**src/rtl/counter_pkg.sv**
```systemverilog
// Shared constants and helpers for the cascaded modulo counter (clock core by default).
// The optional down-count build is selected with COUNTER_CHAIN_DOWN_EN.
package counter_pkg;

  localparam int unsigned SEC_MOD    = 60;
  localparam int unsigned MIN_MOD    = 60;
  localparam int unsigned HR_MOD     = 24;
  localparam int unsigned DEF_W      = 8;
  localparam int unsigned MAX_STAGES = 16;

  // Stage 0 in the low word: seconds, minutes, hours.
  localparam logic [95:0] CLOCK_MODULI = {32'(HR_MOD), 32'(MIN_MOD), 32'(SEC_MOD)};

  // Extract modulus M_i from a packed moduli vector zero-extended to MAX_STAGES words.
  function automatic logic [31:0] mod_of(input logic [32*MAX_STAGES-1:0] moduli,
                                         input int unsigned i);
    return moduli[32*i +: 32];
  endfunction

endpackage

```
**src/rtl/counter_stage.sv**
```systemverilog
// One modulo-M stage of the cascade: clear, clamped load and single-step with wrap.
// Down counting exists only when COUNTER_CHAIN_DOWN_EN is defined.
module counter_stage
  import counter_pkg::*;
#(
  parameter int unsigned W = DEF_W
) (
  input  logic         clk,
  input  logic         rst_n,
  input  logic [W:0]   modulus,
  input  logic         step,
  input  logic         dir,
  input  logic         clr,
  input  logic         load,
  input  logic [W-1:0] load_val,
  output logic [W-1:0] value,
  output logic         terminal,
  output logic         wrap,
  output logic         clamped
);

  logic [W-1:0] value_q, value_d;
  logic [W:0]   mod_m1;
  logic [W-1:0] max_val;
  logic         at_max;

  // W+1-bit compares keep a modulus of exactly 2^W representable.
  assign mod_m1  = modulus - 1'b1;
  assign max_val = mod_m1[W-1:0];
  assign at_max  = ({1'b0, value_q} == mod_m1);
  assign clamped = ({1'b0, load_val} >= modulus);

`ifdef COUNTER_CHAIN_DOWN_EN
  assign terminal = dir ? (value_q == '0) : at_max;
`else
  logic unused_dir;
  assign unused_dir = dir;
  assign terminal   = at_max;
`endif

  assign wrap = step & terminal & ~clr & ~load;

  always_comb begin
    value_d = value_q;
    if (clr) begin
      value_d = '0;
    end else if (load) begin
      value_d = clamped ? max_val : load_val;
    end else if (step) begin
`ifdef COUNTER_CHAIN_DOWN_EN
      if (dir) value_d = terminal ? max_val : value_q - 1'b1;
      else     value_d = terminal ? '0 : value_q + 1'b1;
`else
      value_d = terminal ? '0 : value_q + 1'b1;
`endif
    end
  end

  always_ff @(posedge clk) begin
    if (!rst_n) value_q <= '0;
    else        value_q <= value_d;
  end

  assign value = value_q;

endmodule

```
**src/rtl/cascade_counter.sv**
```systemverilog
// Chain of N_STAGES modulo counters stepping on a single edge, with wrap/terminal/load-error pulses.
// Define COUNTER_CHAIN_DOWN_EN to honour dir (down counting); otherwise dir is ignored.
module cascade_counter
  import counter_pkg::*;
#(
  parameter int unsigned                N_STAGES = 3,
  parameter int unsigned                W        = DEF_W,
  parameter logic [32*N_STAGES-1:0]     MODULI   = CLOCK_MODULI
) (
  input  logic                  clk,
  input  logic                  rst_n,
  input  logic                  en,
  input  logic                  dir,
  input  logic                  clr,
  input  logic                  load,
  input  logic [N_STAGES*W-1:0] load_val,
  output logic [N_STAGES*W-1:0] count,
  output logic [N_STAGES-1:0]   carry,
  output logic                  tc,
  output logic                  load_err
);

  localparam logic [32*MAX_STAGES-1:0] MODULI_EXT = (32*MAX_STAGES)'(MODULI);

  logic [N_STAGES-1:0] step;
  logic [N_STAGES-1:0] terminal;
  logic [N_STAGES-1:0] wrap;
  logic [N_STAGES-1:0] clamped;

  logic [N_STAGES-1:0] carry_q, carry_d;
  logic                tc_q, tc_d;
  logic                load_err_q, load_err_d;

  // Counting only happens when neither clr nor load claims the cycle.
  assign step[0] = en & ~clr & ~load;

  // The top stage's terminal flag has no stage above it to enable.
  logic unused_top_terminal;
  assign unused_top_terminal = terminal[N_STAGES-1];

  generate
    for (genvar gi = 0; gi < N_STAGES; gi++) begin : g_stage
      localparam logic [W:0] MOD_I = (W+1)'(mod_of(MODULI_EXT, gi));

      if (gi > 0) begin : g_chain
        // Running AND: a stage steps only when every lower stage is terminal this cycle.
        assign step[gi] = step[gi-1] & terminal[gi-1];
      end

      counter_stage #(
        .W (W)
      ) u_stage (
        .clk      (clk),
        .rst_n    (rst_n),
        .modulus  (MOD_I),
        .step     (step[gi]),
        .dir      (dir),
        .clr      (clr),
        .load     (load),
        .load_val (load_val[W*gi +: W]),
        .value    (count[W*gi +: W]),
        .terminal (terminal[gi]),
        .wrap     (wrap[gi]),
        .clamped  (clamped[gi])
      );
    end
  endgenerate

  always_comb begin
    carry_d    = wrap;
    tc_d       = &wrap;
    load_err_d = load & ~clr & (|clamped);
  end

  always_ff @(posedge clk) begin
    if (!rst_n) begin
      carry_q    <= '0;
      tc_q       <= 1'b0;
      load_err_q <= 1'b0;
    end else begin
      carry_q    <= carry_d;
      tc_q       <= tc_d;
      load_err_q <= load_err_d;
    end
  end

  assign carry    = carry_q;
  assign tc       = tc_q;
  assign load_err = load_err_q;

endmodule

```
**config.mk**
```make
export PLATFORM = sky130hd
export DESIGN_NAME = cascade_counter
export DESIGN_NICKNAME = d
export VERILOG_FILES = /design/src/rtl/counter_pkg.sv /design/src/rtl/counter_stage.sv /design/src/rtl/cascade_counter.sv
export SDC_FILE = /design/constraint.sdc
export NUM_CORES = 1
export LEC_CHECK = 0
export CAP_MARGIN = 0
export CELL_PAD_IN_SITES_DETAIL_PLACEMENT = 1
export CELL_PAD_IN_SITES_GLOBAL_PLACEMENT = 2
export CORE_MARGIN = 3
export CORE_UTILIZATION = 35
export CTS_CLUSTER_DIAMETER = 60
export DETAILED_ROUTE_END_ITERATION = 10
export GPL_ROUTABILITY_DRIVEN = 0
export PLACE_DENSITY_LB_ADDON = 0.1
export SLEW_MARGIN = 10
export SYNTH_ARGS = -nofsm -noshare
export SYNTH_HDL_FRONTEND = slang
export SYNTH_HIERARCHICAL = 1
export SYNTH_SLANG_ARGS = --single-unit
```
**constraint.sdc**
```tcl
create_clock -name clk -period 4.8 [get_ports clk]
set_input_delay 1.2 -clock clk [delete_from_list [all_inputs] [get_ports clk]]
set_output_delay 1.2 -clock clk [all_outputs]
set_load 0.005 [all_outputs]
```
## After elaboration in Yosys (flattened, before gate mapping)

Index checks and enable logic that the tools add are counted.

| operators by class | value |
|---|---|
| bitwise gates (word level) | 16 |
| $add $sub $neg | 3 |
| eq/ne operators | 3 |
| reductions and logical operators | 6 |
| order comparisons | 3 |
| mux-type cells | 12 |

Operators by type and width:

| operator | count |
|---|---|
| 8-bit two-way mux | 12 |
| 8-bit by 1-bit adder with 8-bit output (second input constant) | 3 |
| 8-bit by 6-bit == test with 1-bit output (second input constant) | 2 |
| 8-bit by 6-bit greater-or-equal comparator with 1-bit output (second input constant) | 2 |
| 1-bit bitwise AND | 13 |
| 8-bit by 5-bit == test with 1-bit output (second input constant) | 1 |
| 8-bit by 5-bit greater-or-equal comparator with 1-bit output (second input constant) | 1 |
| 2-bit nonzero test | 3 |
| 1-bit inverter | 3 |
| 3-bit AND reduction | 1 |
| 3-bit OR reduction | 1 |
| 2-bit OR reduction | 1 |

| storage, ports and cells | value |
|---|---|
| output and inout port bits | 29 |
| register bits after elaboration | 29 |
| logic and storage cells | 49 |
| input port bits | 30 |

## Depth between registers and ports, before layout

Gate-level depths: netlist of the first run.

| logic depth | value |
|---|---|
| depth in word-level cells | 9 |
| mapped depth | 14 |
| gate-level depth less buffers | 13 |

## By module

The synthesis of the first run kept the hierarchy.

By module, submodules not included:

| module | times used | area an instance (µm²) | cells each |
|---|---|---|---|
| counter_stage at g_stage[1].u_stage ... | 2 | 1,244.9 | 157 |
| counter_stage at g_stage[0].u_stage | 1 | 1,196.1 | 150 |
| cascade_counter | 1 | 180.2 | 18 |

## Least setup slack after synthesis of the first run

Ideal clock, no wire load.

| path | value |
|---|---|
| path kind | input -> register |
| start | input load_val[14] |
| end | register g_stage[1].u_stage.value_q[7] |
| stages on the path | 7 |
| data arrival time | 2,670 ps |
| path buffers | 0 |
| setup time | 115 ps |
| slack | 2,015 ps |
| cell sequence | ha_1 > and4_1 > o21ai_1 > o221ai_1 > nand3_1 > a32o_1 > o21a_1 |

| on the way | value |
|---|---|
| cells in the longest elaborated chain, start to end | 3 |

RTL lines:

| element | line | source |
|---|---|---|
| start, declared | cascade_counter.sv:16 | `input logic [N_STAGES*W-1:0] load_val,` |
| 8-bit by 6-bit greater-or-equal comparator with 1-bit output | counter_stage.sv:31 | `assign clamped = ({1'b0, load_val} >= modulus);` |
| 8-bit two-way mux | counter_stage.sv:48 | `value_d = clamped ? max_val : load_val;` |
| 8-bit two-way mux | counter_stage.sv:47 | `end else if (load) begin` |
| end signal, assigned | counter_stage.sv:61 | `else value_q <= value_d;` |
| end, declared | counter_stage.sv:22 | `logic [W-1:0] value_q, value_d;` |

No other way between the ends.
A chain may end at the register's enable or synchronous reset.

## Final worst setup path of the first run

| path | value |
|---|---|
| start | input load_val[22] |
| end | register g_stage[2].u_stage.value_q[7] |

| on the way | value |
|---|---|
| cells in the longest elaborated chain, start to end | 3 |

RTL lines:

| element | line |
|---|---|
| 8-bit by 5-bit greater-or-equal comparator with 1-bit output | counter_stage.sv:31 |
| 8-bit two-way mux | counter_stage.sv:48 |
| 8-bit two-way mux | counter_stage.sv:47 |
| end signal, assigned | counter_stage.sv:61 |
| end, declared | counter_stage.sv:22 |

No other way between the ends.

==> results of run 1 <==
-- worst paths after layout --
check                                     end  slack [ns]  depth (start not counted)
setup reg to reg  g_stage[2].u_stage/value[5]        1.75                         11
hold / removal    g_stage[1].u_stage/value[6]        0.65                          2
hold reg to reg   g_stage[1].u_stage/value[6]        0.65                          2
setup / recovery  g_stage[2].u_stage/value[7]        1.50                          8
-- routing by layer --
layer	share of wire, %	track usage (%)
met1	48	27.2
met2	47	34.2
met3	3.2	2.35
met4	1.3	4.46
met5	0	0
-- worst max-delay path, cell delays in order --
cell and delay (ns):
clkdlybuf4s50_1 0.42, ha_1 0.34, and4_1 0.21, o21ai_1 0.08, o221ai_1 0.63, nand3_1 0.13, a32o_1 0.29, o21a_1 0.18
-- cell families (layout without fill, tap and decap cells) --
group / Yosys count / count (layout) / share of synthesized area (%)
AOI/OAI and AO/OA: 154 / 154 / 30.9
xor gates and xnor gates: 44 / 44 / 11.5
adders and majority gates: 30 / 30 / 9.71
buffers and inverters: 50 / 104 / 5.70
DFF: 29 / 29 / 15.0
muxes: 7 / 7 / 1.88
other: 2 / 104 / 0.194
and+or+nand+nor: 166 / 166 / 25.1
-- flip-flops by register name (all words and copies together), names as in the netlist --
name                   flops
carry                      3
load_err                   1
tc                         1
g_stage.u_stage/value     24
-- cell usage after synthesis (all sizes together) (5+ instances only) --
cell	instances
a211o	5
a211oi	7
nor2	36
inv	38
nor4	10
nor3	20
a21o	9
a221o	7
nand2b	9
xor2	5
nor2b	5
nand3	21
o21ai	25
nor3b	5
a21oi	40
mux2i	5
o311ai	5
and3	9
a31oi	10
ha	30
nand2	24
and2	8
xnor2	35
buf	5
a21boi	5
dfxtp	29
clkbuf	7
-- power by group --
part | internal (mW) | switching, mW | total [mW]
clock | 0.130 | 0.103 | 0.233
sequential | 0.251 | 0.0208 | 0.272
combinational | 0.140 | 0.174 | 0.314
total | 0.520 | 0.299 | 0.819
-- area by class of cell --
type | count | area (um2)
tap | 136 | 170
multi-input combinational | 505 | 3450
timing repair buffer | 58 | 578
clock inverter | 1 | 5.00
clock buffer | 7 | 96.3
fill | 1345 | 5530
inverter | 38 | 143
sequential | 29 | 581
==> summary.txt, run 1 <==
Clock tree
  – Maximum root-to-sink buffer count: 2
  – Clock net sink count: 29
  – Root buf cell: clkbuf_8
  – CTS resizes: 0
  – CTS tree: built
  – CTS Buf Count: 5
  – Clock Latency Late Sink: 0.29 ns
  – Postcts setup bufs: 0
  – Clock Pin Slew Worst Setup and Hold Paths: 0.07 ns
  – # hold bufs at CTS: 0
  – Htree depth: 2

Floorplan
  – Core area: 0.0106 mm2
  – Die ar.: 0.0123 mm2
  – I/O pins: 59
  – Die X: 111 um
  – Starting Density: 36.6%
  – Die Span Y: 111 um
  – FP Rows: 37

Timing
  – Setup Viol. Count Final: 0
  – Worst slew pin tran: 0.776 ns
  – Worst clock skew: 0.0113 ns
  – Final min period: 3.30 ns
  – Slew headroom: 48.3%
  – Pins Over Slew Limit: 0
  – Worst setup margin: 1.50 ns
  – Final critical-path share of the clock period: 68.8%
  – FMAX: 303 MHz
  – Tightest hold margin: 0.651 ns
  – Hold Fails Final Rpt: 0
  – Setup_tns: 0 ns
  – RSZ-0062 raised after global routing: false

Logic synthesis
  – Dominant cells by area after synthesis: dfxtp_1 (15%), ha_1 (9.7%), xnor2_1 (7.9%), a21oi_1 (5.2%), nor2_1 (3.4%)
  – FFs w/ async S/R, synth: 0%
  – Synth top area share: 15.0%
  – Number of flops mapped to enable cells by yosys: 0
  – Gate Count Post-Synth: 482
  – Syn. warnings: 6
  – Dominant synthesized flop cell: dfxtp_1
  – Register area share after synthesis: 15.0%
  – Synthesized cell area: 0.00387 mm2
  – Avg Cell Area, Syn: 8.02 um2
  – Synth area leader: dfxtp_1
  – Netlist cell types: 78
  – Flops & latches, synth: 29

Finish
  – Area delta synth->final: 29.9%
  – Layout cell share with drive strength beyond 1: 7.99%
  – Non-filler cells, final: 774
  – Antenna Cells: 0
  – Commonest non-fill, non-tap cell in the layout: conb_1
  – Nets: 697
  – Design area: 0.00502 mm2
  – Core Util, Final: 47.6%
  – Commonest cells after routing, fill and taps aside: conb_1 (104), clkdlybuf4s50_1 (57), a21oi_1 (40)

Drt
  – Antenna viol nets, final: 0
  – Detailed Routing Iterations Pass 1: 4
  – Wire per inst: 15.8 um
  – DR iter-0 viols: 184
  – # DRC: 0
  – Routed wire length: 12.2 mm
  – DR vias: 4,071
  – DR vias/cell: 5.26

Global routing
  – Tot GR Track Use: 20.1%
  – GRT overflow: 0
  – Initial antenna violation count: 0
  – Largest net degree at the start of global routing: 41
  – Number of global-route vias before repair: 4,240
  – First-pass GRT wire length: 20.8 mm

Worst hold path
  – Worst Hold Class: reg2reg
  – Min-delay src: g_stage[1].u_stage/value[6]

Setup path
  – CP startpoint: load_val[22]
  – CP Capture Type: flop
  – Crit Reg-Reg Startpoint: g_stage[1].u_stage/value[2]
  – CP Data Arrival Time: 3.49 ns
  – Worst Setup Path Type: in2reg
  – Crit path max fanout: 8
  – CP Data Required Time: 4.99 ns
  – Startpoint Class: input port

Pwr
  – Leak pwr: 2.04 nW
  – Total power: 819 uW
  – Pwr dens: 163 mW/mm2
  – Maximum vdd drop: 0.106 mV

Place
  – Cell area after placement: 0.00492 mm2
  – Port bufs: 57
  – Pre-CTS setup slack: 1.21 ns
  – Number of placed instances, taps included: 766
  – Detailed placement HPWL: 10.0 mm

Run status
  – Status: finished, final reports clean

Job
  – Max cap viols: 0
Power figures use the tool's default switching activity.
==> inputs of run 2 (changes only) <==
--- a/config.mk
+++ b/config.mk
@@ -9,7 +9,7 @@
 export CELL_PAD_IN_SITES_DETAIL_PLACEMENT = 1
 export CELL_PAD_IN_SITES_GLOBAL_PLACEMENT = 2
 export CORE_MARGIN = 3
-export CORE_UTILIZATION = 35
+export CORE_UTILIZATION = 33
 export CTS_CLUSTER_DIAMETER = 60
 export DETAILED_ROUTE_END_ITERATION = 10
 export GPL_ROUTABILITY_DRIVEN = 0
==> constraint.sdc (replaced) <==
create_clock -name clk -period 3.2 [get_ports clk]
set_input_delay 0.8 -clock clk [delete_from_list [all_inputs] [get_ports clk]]
set_output_delay 0.8 -clock clk [all_outputs]
set_load 0.005 [all_outputs]
==> run 2 against run 1 <==
Effect of this change: count of clock-buffer cells in the layout decreased by 1; die area up 5.7%; total power increased by 65%; global-route usage increased by 0.11 points; sequential power grew 49%; first-iteration DRC count grew 26%; clock power increased by 92%; wire length increased by 4.3%; non-clock buffer count up 14; critical path depth up 3; worst hold slack worse by 0.012 ns.
==> summary.txt, run 2 (synthesis gave the netlist of run 1 again) <==
Clock tree
  – # hold bufs at CTS: 0 (unchanged)
  – Maximum root-to-sink buffer count: 2 (unchanged)
  – Postcts setup bufs: 0 (unchanged)
  – CTS tree: built
  – Clock Pin Slew Worst Setup and Hold Paths: 0.05 ns (-0.02 ns)
  – Root buf cell: clkbuf_16
  – Clock Latency Late Sink: 0.27 ns (-0.02 ns)
  – CTS resizes: 0 (unchanged)
  – CTS Buf Count: 5 (unchanged)
  – Clock net sink count: 29 (unchanged)
  – Htree depth: 2 (unchanged)

Setup path
  – Crit Reg-Reg Startpoint: g_stage[1].u_stage/value[2]
  – CP Data Required Time: 3.42 ns (-1.57 ns)
  – Number of cells on the worst reg-to-reg path: 11 (unchanged)
  – Worst Setup Path Type: reg2reg
  – Reg2Reg Setup Slack: 0.27 ns (-1.48 ns)
  – CP Capture Type: flop
  – RR Endpoint: g_stage[2].u_stage/value[4]
  – CP Depth: 11 (+3)
  – Worst-path cell chain: xor3_1 -> nor3_1 -> o21ai_1 -> a211oi_4 -> and2_1 -> and4_2 -> nand2b_1 -> nor4_1 -> a31oi_1 -> a21oi_1 -> a221o_1
  – Slowest Stage Delay on Critical Path: 0.39 ns (-0.24 ns)
  – CP Data Arrival Time: 3.15 ns (-0.34 ns)
  – Critical path's slowest cell: xor3_1
  – Cell family with most CP delay: simple AND/OR/NAND/NOR gates
  – WP buf/inv: 0 (-1)
  – Startpoint Class: flop
  – Crit path max fanout: 6 (-2)

Finish
  – Non-filler cells, final: 792 (+2.3%)
  – Layout cell share with drive strength beyond 1: 9.82% (+1.8 points)
  – Nets: 711 (+2.0%)
  – Fill count: 1,442 (+7.2%)
  – Commonest non-fill, non-tap cell in the layout: conb_1
  – Max reg flops: 24 (unchanged)
  – Commonest cells after routing, fill and taps aside: conb_1 (104), clkdlybuf4s50_1 (57), a21oi_1 (40)
  – Area delta synth->final: 33.7%
  – Antenna Cells: 0 (unchanged)

Global routing
  – First-pass GRT wire length: 21.5 mm (+3.4%)
  – Largest net degree at the start of global routing: 24 (-41%)
  – GRT overflow: 0 (unchanged)
  – Initial antenna violation count: 0 (unchanged)
  – Tot GR Track Use: 20.2% (+0.11 points)
  – Number of global-route vias before repair: 4,345 (+2.5%)

Place
  – Number of placed instances, taps included: 784 (+2.3%)
  – Detailed placement HPWL: 10.6 mm (+5.3%)
  – Pre-CTS setup slack: 0.0922 ns (-1.12 ns)
  – Port bufs: 57 (unchanged)

Drt
  – Routed wire length: 12.8 mm (+4.3%)
  – Detailed Routing Iterations Pass 1: 4 (unchanged)
  – DR vias: 4,132 (+1.5%)
  – DR iter-0 viols: 231 (+26%)
  – Wire per inst: 16.1 um (+1.9%)
  – # DRC: 0 (unchanged)
  – DR vias/cell: 5.22 (-0.81%)
  – Antenna viol nets, final: 0 (unchanged)

Pwr
  – Leak pwr: 2.13 nW (+4.3%)
  – Pwr dens: 261 mW/mm2 (+60%)
  – Maximum vdd drop: 0.207 mV (+94%)
  – Total power: 1.35 mW (+65%)

Timing
  – Worst setup margin: 0.273 ns (-1.22 ns)
  – RSZ-0062 raised after global routing: false
  – Setup_tns: 0 ns (unchanged)
  – Tightest hold margin: 0.639 ns (-0.0121 ns)
  – Slew headroom: 47.5% (-0.75 points)
  – Setup Viol. Count Final: 0 (unchanged)
  – FMAX: 342 MHz
  – Final min period: 2.93 ns
  – Final critical-path share of the clock period: 91.5%
  – Worst slew pin tran: 0.779 ns (+0.00298 ns)
  – Worst clock skew: 0.00575 ns (-0.00555 ns)
  – Hold Fails Final Rpt: 0 (unchanged)
  – Pins Over Slew Limit: 0 (unchanged)

Floorplan
  – I/O pins: 59 (unchanged)
  – Die Span Y: 114 um (+2.8%)
  – Die ar.: 0.0131 mm2 (+5.7%)
  – Die X: 114 um (+2.8%)
  – FP Rows: 38 (+2.7%)
  – Starting Density: 34.8% (-1.9 points)
  – Core area: 0.0111 mm2 (+5.4%)

Worst hold path
  – Hold Path Stages: 2 (unchanged)
  – Worst Hold Class: reg2reg
  – Min-delay src: g_stage[1].u_stage/value[6]
  – Hold worst-path end: g_stage[1].u_stage/value[6]

Run status
  – Status: finished, final reports clean

Job
  – Max cap viols: 0 (unchanged)
[run 2: cell count changes in the layout (fill, tap and decap cells not counted)]
cell,before,now
clkbuf_16,0,5
clkbuf_8,7,0
clkinv_2,1,2
buf_4,1,15
clkbuf_1,0,1
[run 2: metrics by stage]
| stage | area, um2 | util (%) |
|---|---|---|
| after floorplan | 4250 | - |
| after global placement | 5030 | 45.2 |
| after detailed placement | 5030 | 45.2 |
| after CTS | 5170 | 46.5 |
| after global routing | 5170 | 46.5 |
| final | 5170 | 46.5 |
[run 2: layout make-up]
| cell class | count | area, um2 | share of cell area, % |
|---|---|---|---|
| Clock buffer | 6 | 129 | 2.49 |
| Inverter | 38 | 143 | 2.76 |
| Sequential cell | 29 | 581 | 11.2 |
| Tap cell | 140 | 175 | 3.39 |
| Timing Repair Buffer | 72 | 683 | 13.2 |
| Clock inverter | 2 | 10.0 | 0.194 |
| Multi-Input combinational cell | 505 | 3450 | 66.7 |
[run 2: routing by layer]
| metal | part of all wire [%] | routed length [um] | track usage (%) | vias up |
|---|---|---|---|---|
| met4 | 1.3 | 164 | 5.46 | 0 |
| met1 | 48 | 6060 | 27.5 | 1997 |
| met5 | 0 | 0 | 0 | - |
| li1 | - | - | - | 2046 |
| met3 | 4.4 | 566 | 2.27 | 12 |
| met2 | 47 | 5960 | 33.8 | 77 |
[run 2: report_power, final]
part           switching, mW  internal, mW
registers             0.0287         0.377
clock network          0.163         0.285
logic                  0.272         0.226
total                  0.464         0.888
[run 2: tightest hold or removal path: cells and delay by family, from the launching register on]
| kind | cells | cell delay, ns |
|---|---|---|
| flops | 1 | 0.36 |
| compound gates | 2 | 0.24 |
[run 2: worst max-delay path by stage]
stage / start / to / slack (ns)
finish: g_stage[1].u_stage/value[2] / g_stage[2].u_stage/value[4] / 0.27
global route: g_stage[1].u_stage/value[2] / g_stage[2].u_stage/value[4] / 0.14
CTS: g_stage[1].u_stage/value[2] / g_stage[2].u_stage/value[4] / 0.29
detailed placement: load_val[17] / g_stage[2].u_stage/value[5] / 0.09
global placement: load_val[22] / g_stage[2].u_stage/value[5] / 0.16
floorplan: g_stage[1].u_stage/value[2] / g_stage[2].u_stage/value[3] / 0.77
==> inputs of run 3 (changes only) <==
--- a/config.mk
+++ b/config.mk
@@ -13,6 +13,7 @@
 export CTS_CLUSTER_DIAMETER = 60
 export DETAILED_ROUTE_END_ITERATION = 10
 export GPL_ROUTABILITY_DRIVEN = 0
+export HOLD_SLACK_MARGIN = 0.02
 export PLACE_DENSITY_LB_ADDON = 0.1
 export SLEW_MARGIN = 10
 export SYNTH_ARGS = -nofsm -noshare
==> results of run 3 <==
No change in the layout: final DEF, timing and power equal those of run 2.
==> RTL edit 1, RTL diff (config.mk and constraints of run 3) <==
Register the output `count`, cleared by the reset; this adds one clock of latency there. The other outputs are not delayed to match.
--- a/src/rtl/cascade_counter.sv
+++ b/src/rtl/cascade_counter.sv
@@ -21,6 +21,8 @@
 );
 
   localparam logic [32*MAX_STAGES-1:0] MODULI_EXT = (32*MAX_STAGES)'(MODULI);
+
+  logic [N_STAGES*W-1:0] count_d;
 
   logic [N_STAGES-1:0] step;
   logic [N_STAGES-1:0] terminal;
@@ -58,7 +60,7 @@
         .clr      (clr),
         .load     (load),
         .load_val (load_val[W*gi +: W]),
-        .value    (count[W*gi +: W]),
+        .value    (count_d[W*gi +: W]),
         .terminal (terminal[gi]),
         .wrap     (wrap[gi]),
         .clamped  (clamped[gi])
@@ -88,5 +90,13 @@
   assign tc       = tc_q;
   assign load_err = load_err_q;
 
+  always_ff @(posedge clk) begin
+    if (!rst_n) begin
+      count <= '0;
+    end else begin
+      count <= count_d;
+    end
+  end
+
 endmodule
 
Behaviour: not the same (a bounded check fails within 4 cycles, from zero or initial values and one cycle with rst_n low).
==> RTL edit 1 against run 3 <==
Clock power up 20%; final area up 14%; sequential share of layout area up 6.8 points; register-to-register slack better by 0.16 ns; setup slack better by 0.14 ns; sequential cell count increased by 24; first-iteration DRC count fell by 4.3%; area after synthesis grew 17%; synthesized cell count is 10% higher; maximum frequency up 5.2%; wire length grew 6.3%; total power grew 29%; non-clock buffer count down 1; via count increased by 4.4%; critical path type is now in -> reg.
==> RTL edit 1: results (changes against run 3) <==
worst_setup_path:
  cp_slowest_stage_delay_ns: 0.43  # was 0.39 ns
  worstReg2RegEnd: "g_stage[2].u_stage/value[3]$_SDFFE_PP0P_"  # was g_stage[2].u_stage/value[4]$_SDFFE_PP0P_
  critPathArrivalTime_ns: 3.02  # was 3.15 ns
  path_delay_family: "compound AO/OA/AOI/OAI gates"  # was simple AND/OR/NAND/NOR gates
  path_max_fanout: 4  # was 6
  slowest_stage: "clkdlybuf4s50_1"  # was xor3_1
place:
  dpl.hpwl_um: 11190  # was 10580 µm
  placed_area_mm2: 0.005724  # was 0.005030 mm²
  dp.cells: 867  # was 784
drt:
  num_vias: 4313  # was 4132
  wire_per_inst_um: 15.50  # was 16.10 µm
  viasPerCell: 4.929  # was 5.217
  drt_iter0_drc: 221  # was 231
global_route:
  grt_pass1_vias: 4441  # was 4345
  grtUsageMet2_pct: 31.97  # was 33.80%
  met3_usage_pct: 1.738  # was 2.273%
  use_met1_pct: 24.33  # was 27.48%
  grt_pass1_wl_um: 22320  # was 21480 µm
synth:
  ys_types: 77  # was 78
  ys_seq_area_share_pct: 23.41  # was 15.02%
  postSynthCellCount: 532  # was 482
  netlist_top_cells_count: "53 x dfxtp_1, 40 x a21oi_1, 35 x nor2_1, 35 x xnor2_1, 32 x inv_1"  # was 40 x a21oi_1, 35 x nor2_1, 35 x xnor2_1
timing:
  fin_skew_ns: 0.005227  # was 0.005747 ns
  whs_ns: 0.5675  # was 0.6388 ns
pwr:
  vdd_ir_drop_max_v: 0.0001612  # was 0.0002065 V
clocking:
  clk_latency_ns: 0.29  # was 0.27 ns
  path_clk_slew_ns: 0.07  # was 0.05 ns
run_status:
  outcome: "finished clean"  # unchanged
final_layout:
  fin_nets: 758  # was 711
worst_hold_path:
  holdCritStartpoint: "g_stage[0].u_stage/value[7]$_SDFFE_PP0P_"  # was g_stage[1].u_stage/value[6]$_SDFFE_PP0P_
  hold_path_end: "count[7]$_SDFF_PN0_"  # was g_stage[1].u_stage/value[6]$_SDFFE_PP0P_
[RTL edit 1: how the worst max path moves through the flow]
stage                     slack [ns]                                  endpoint                                startpoint
final                           0.42  g_stage[1].u_stage/value[1]$_SDFFE_PP0P_                              load_val[14]
after global routing            0.11  g_stage[2].u_stage/value[3]$_SDFFE_PP0P_  g_stage[1].u_stage/value[2]$_SDFFE_PP0P_
after CTS                       0.43  g_stage[2].u_stage/value[3]$_SDFFE_PP0P_  g_stage[1].u_stage/value[2]$_SDFFE_PP0P_
after detailed placement        0.12  g_stage[2].u_stage/value[3]$_SDFFE_PP0P_                              load_val[22]
after global placement          0.18  g_stage[1].u_stage/value[1]$_SDFFE_PP0P_                              load_val[14]
after floorplan                 0.77  g_stage[2].u_stage/value[3]$_SDFFE_PP0P_  g_stage[1].u_stage/value[2]$_SDFFE_PP0P_
[RTL edit 1: final cells by class]
| cell class | count | area (µm²) |
|---|---|---|
| clock buffer | 5 | 125.1 |
| clock inverter | 3 | 22.52 |
| fill | 1672 | 7476 |
| inverter | 38 | 142.6 |
| multi-input combinational | 529 | 3625 |
| sequential | 53 | 1061 |
| tap | 176 | 220.2 |
| timing repair buffer | 71 | 675.6 |
[RTL edit 1: where the power goes]
group,switching (mW),internal (mW),total [mW]
Sequential,0.0319,0.683,0.715
Clock,0.246,0.290,0.536
Combinational,0.267,0.222,0.488
[RTL edit 1: through the flow]
step / utilization (%) / power (mW) / setup slack, ns
after floorplan: - / 1.046 / 0.7732
after global placement: 42.89 / 1.190 / 0.1785
after detailed placement: 42.89 / 1.200 / 0.1176
after CTS: 43.99 / 1.739 / 0.4312
after global routing: 43.99 / 1.845 / 0.1121
final: 43.99 / 1.739 / 0.4169
[RTL edit 1: cells by family after synthesis]
| family | count (synthesis) | share of synthesized area [%] |
|---|---|---|
| AO/OA/AOI/OAI | 154 | 26.39 |
| XOR/XNOR | 44 | 9.771 |
| adder cells (fa/ha/maj) | 30 | 8.280 |
| buffers and inverters | 52 | 5.078 |
| flip-flops | 53 | 23.41 |
| other | 2 | 0.1657 |
| multiplexers | 7 | 1.601 |
| AND/OR/NAND/NOR | 190 | 25.31 |
[RTL edit 1: per-layer routing]
| layer | part of all wire (%) | wire length (µm) |
|---|---|---|
| met1 | 46 | 6295 |
| met2 | 49 | 6679 |
| met3 | 2.5 | 337 |
| met4 | 1.8 | 246 |
| met5 | 0 | 0 |
==> RTL edit 2, RTL diff (flow settings as in run 3) <==
Without the edit above. The package constant `DEF_W` goes from 8 to 9.
--- a/src/rtl/counter_pkg.sv
+++ b/src/rtl/counter_pkg.sv
@@ -5,7 +5,7 @@
   localparam int unsigned SEC_MOD    = 60;
   localparam int unsigned MIN_MOD    = 60;
   localparam int unsigned HR_MOD     = 24;
-  localparam int unsigned DEF_W      = 8;
+  localparam int unsigned DEF_W      = 9;
   localparam int unsigned MAX_STAGES = 16;
 
   // Stage 0 in the low word: seconds, minutes, hours.
Interface: changed (resized count and load_val); port bits go from 59 to 65. No check against the original RTL was run, so the function may have changed too.
==> RTL edit 2 against run 3 <==
Final area up 12%; sequential cell count increased by 3; setup slack worse by 0.10 ns; clock power grew 10%; wire length rose by 8.4%; count of clock-buffer cells in the layout up 2; area after synthesis increased by 11%; total power grew 7.1%; critical path type unchanged; largest cell class unchanged; highest routed layer is now met5.
==> RTL edit 2: results (changes against run 3) <==
synth:
  avgSynthCellArea_um2: 7.742  # was 8.021 µm²
  ys_types: 73  # was 78
  synth-xor-area-share_pct: 9.160  # was 11.46%
  ys_seq_area_share_pct: 14.94  # was 15.02%
  synthAdderAreaFrac_pct: 9.627  # was 9.709%
final_layout:
  design.seq.count: 32  # was 29
  multi_input_gates: 570  # was 505
  fin_nets: 806  # was 711
  drive_gt1_share_pct: 13.23  # was 9.816%
  clkCellAreaFrac_pct: 2.534  # was 2.687%
  multiInputGateArea_mm2: 0.003785  # was 0.003448 mm²
  seq-cell-share_pct: 11.09  # was 11.23%
  buffers: 91  # was 72
  fill_cells: 1638  # was 1442
  clock_buffers: 8  # was 6
  nNonClkInverters: 40  # was 38
drt:
  wirelength_um: 13830  # was 12750 µm
  viasPerCell: 5.062  # was 5.217
  met1Wirelength_um: 6335  # was 6058 µm
  wire_per_inst_um: 15.14  # was 16.10 µm
  highest_layer: "met5"  # was met4
  wl_met3_um: 360  # was 566 µm
  dr_wl_met2_um: 6994  # was 5961 µm
timing:
  relSlewSlack_pct: 61.34  # was 47.51%
  fin_skew_ns: 0.006453  # was 0.005747 ns
worst_setup_path:
  slowest_stage: "or4_4"  # was xor3_1
  cp_slowest_stage_delay_ns: 0.57  # was 0.39 ns
  r2r_setup_slack_ns: 0.17  # was 0.27 ns
  worstReg2RegEnd: "g_stage[2].u_stage/value[7]$_SDFFE_PP0P_"  # was g_stage[2].u_stage/value[4]$_SDFFE_PP0P_
  path_max_fanout: 5  # was 6
  crit_path_end: "g_stage[2].u_stage/value[7]$_SDFFE_PP0P_"  # was g_stage[2].u_stage/value[4]$_SDFFE_PP0P_
  critPathArrivalTime_ns: 3.24  # was 3.15 ns
worst_hold_path:
  holdCritStartpoint: "g_stage[2].u_stage/value[8]$_SDFFE_PP0P_"  # was g_stage[1].u_stage/value[6]$_SDFFE_PP0P_
run_status:
  outcome: "finished clean"  # unchanged
global_route:
  use_met1_pct: 24.88  # was 27.48%
  track_usage_pct: 19.65  # was 20.18%
  antenna_found_initial: 1  # was 0
  met3_usage_pct: 1.838  # was 2.273%
place:
  dpl.hpwl_um: 11330  # was 10580 µm
==> RTL edit 2: cell count changes in the layout (fill, tap and decap cells not counted), moves of 8 or more <==
cell and delta:
nor2_1 -12, inv_1 +8, a21oi_1 +9, xnor2_1 -11, conb_1 +18, buf_4 +12, nand2_1 +21, o211ai_1 +11
o21ai_1 -9
==> RTL edit 2: where the power goes <==
part	internal [mW]	switching (mW)	total, mW
Clock	0.311	0.182	0.493
Combinational	0.246	0.269	0.515
Sequential	0.415	0.0252	0.441
==> RTL edit 2: through the flow <==
| step | area, µm² | util, % | hold slack [ns] | worst slack (ns) |
|---|---|---|---|---|
| 2_1_floorplan | 4740 | - | 0.5151 | 0.03562 |
| 3_3_place_gp | 5588 | 44.10 | 0.5493 | 0.09120 |
| 3_5_place_dp | 5588 | 44.10 | 0.5672 | 0.03547 |
| 4_1_cts | 5734 | 45.26 | 0.5748 | 0.03158 |
| 5_1_grt | 5777 | 45.59 | 0.6198 | 0.01739 |
| 6_report | 5777 | 45.59 | 0.5771 | 0.1697 |
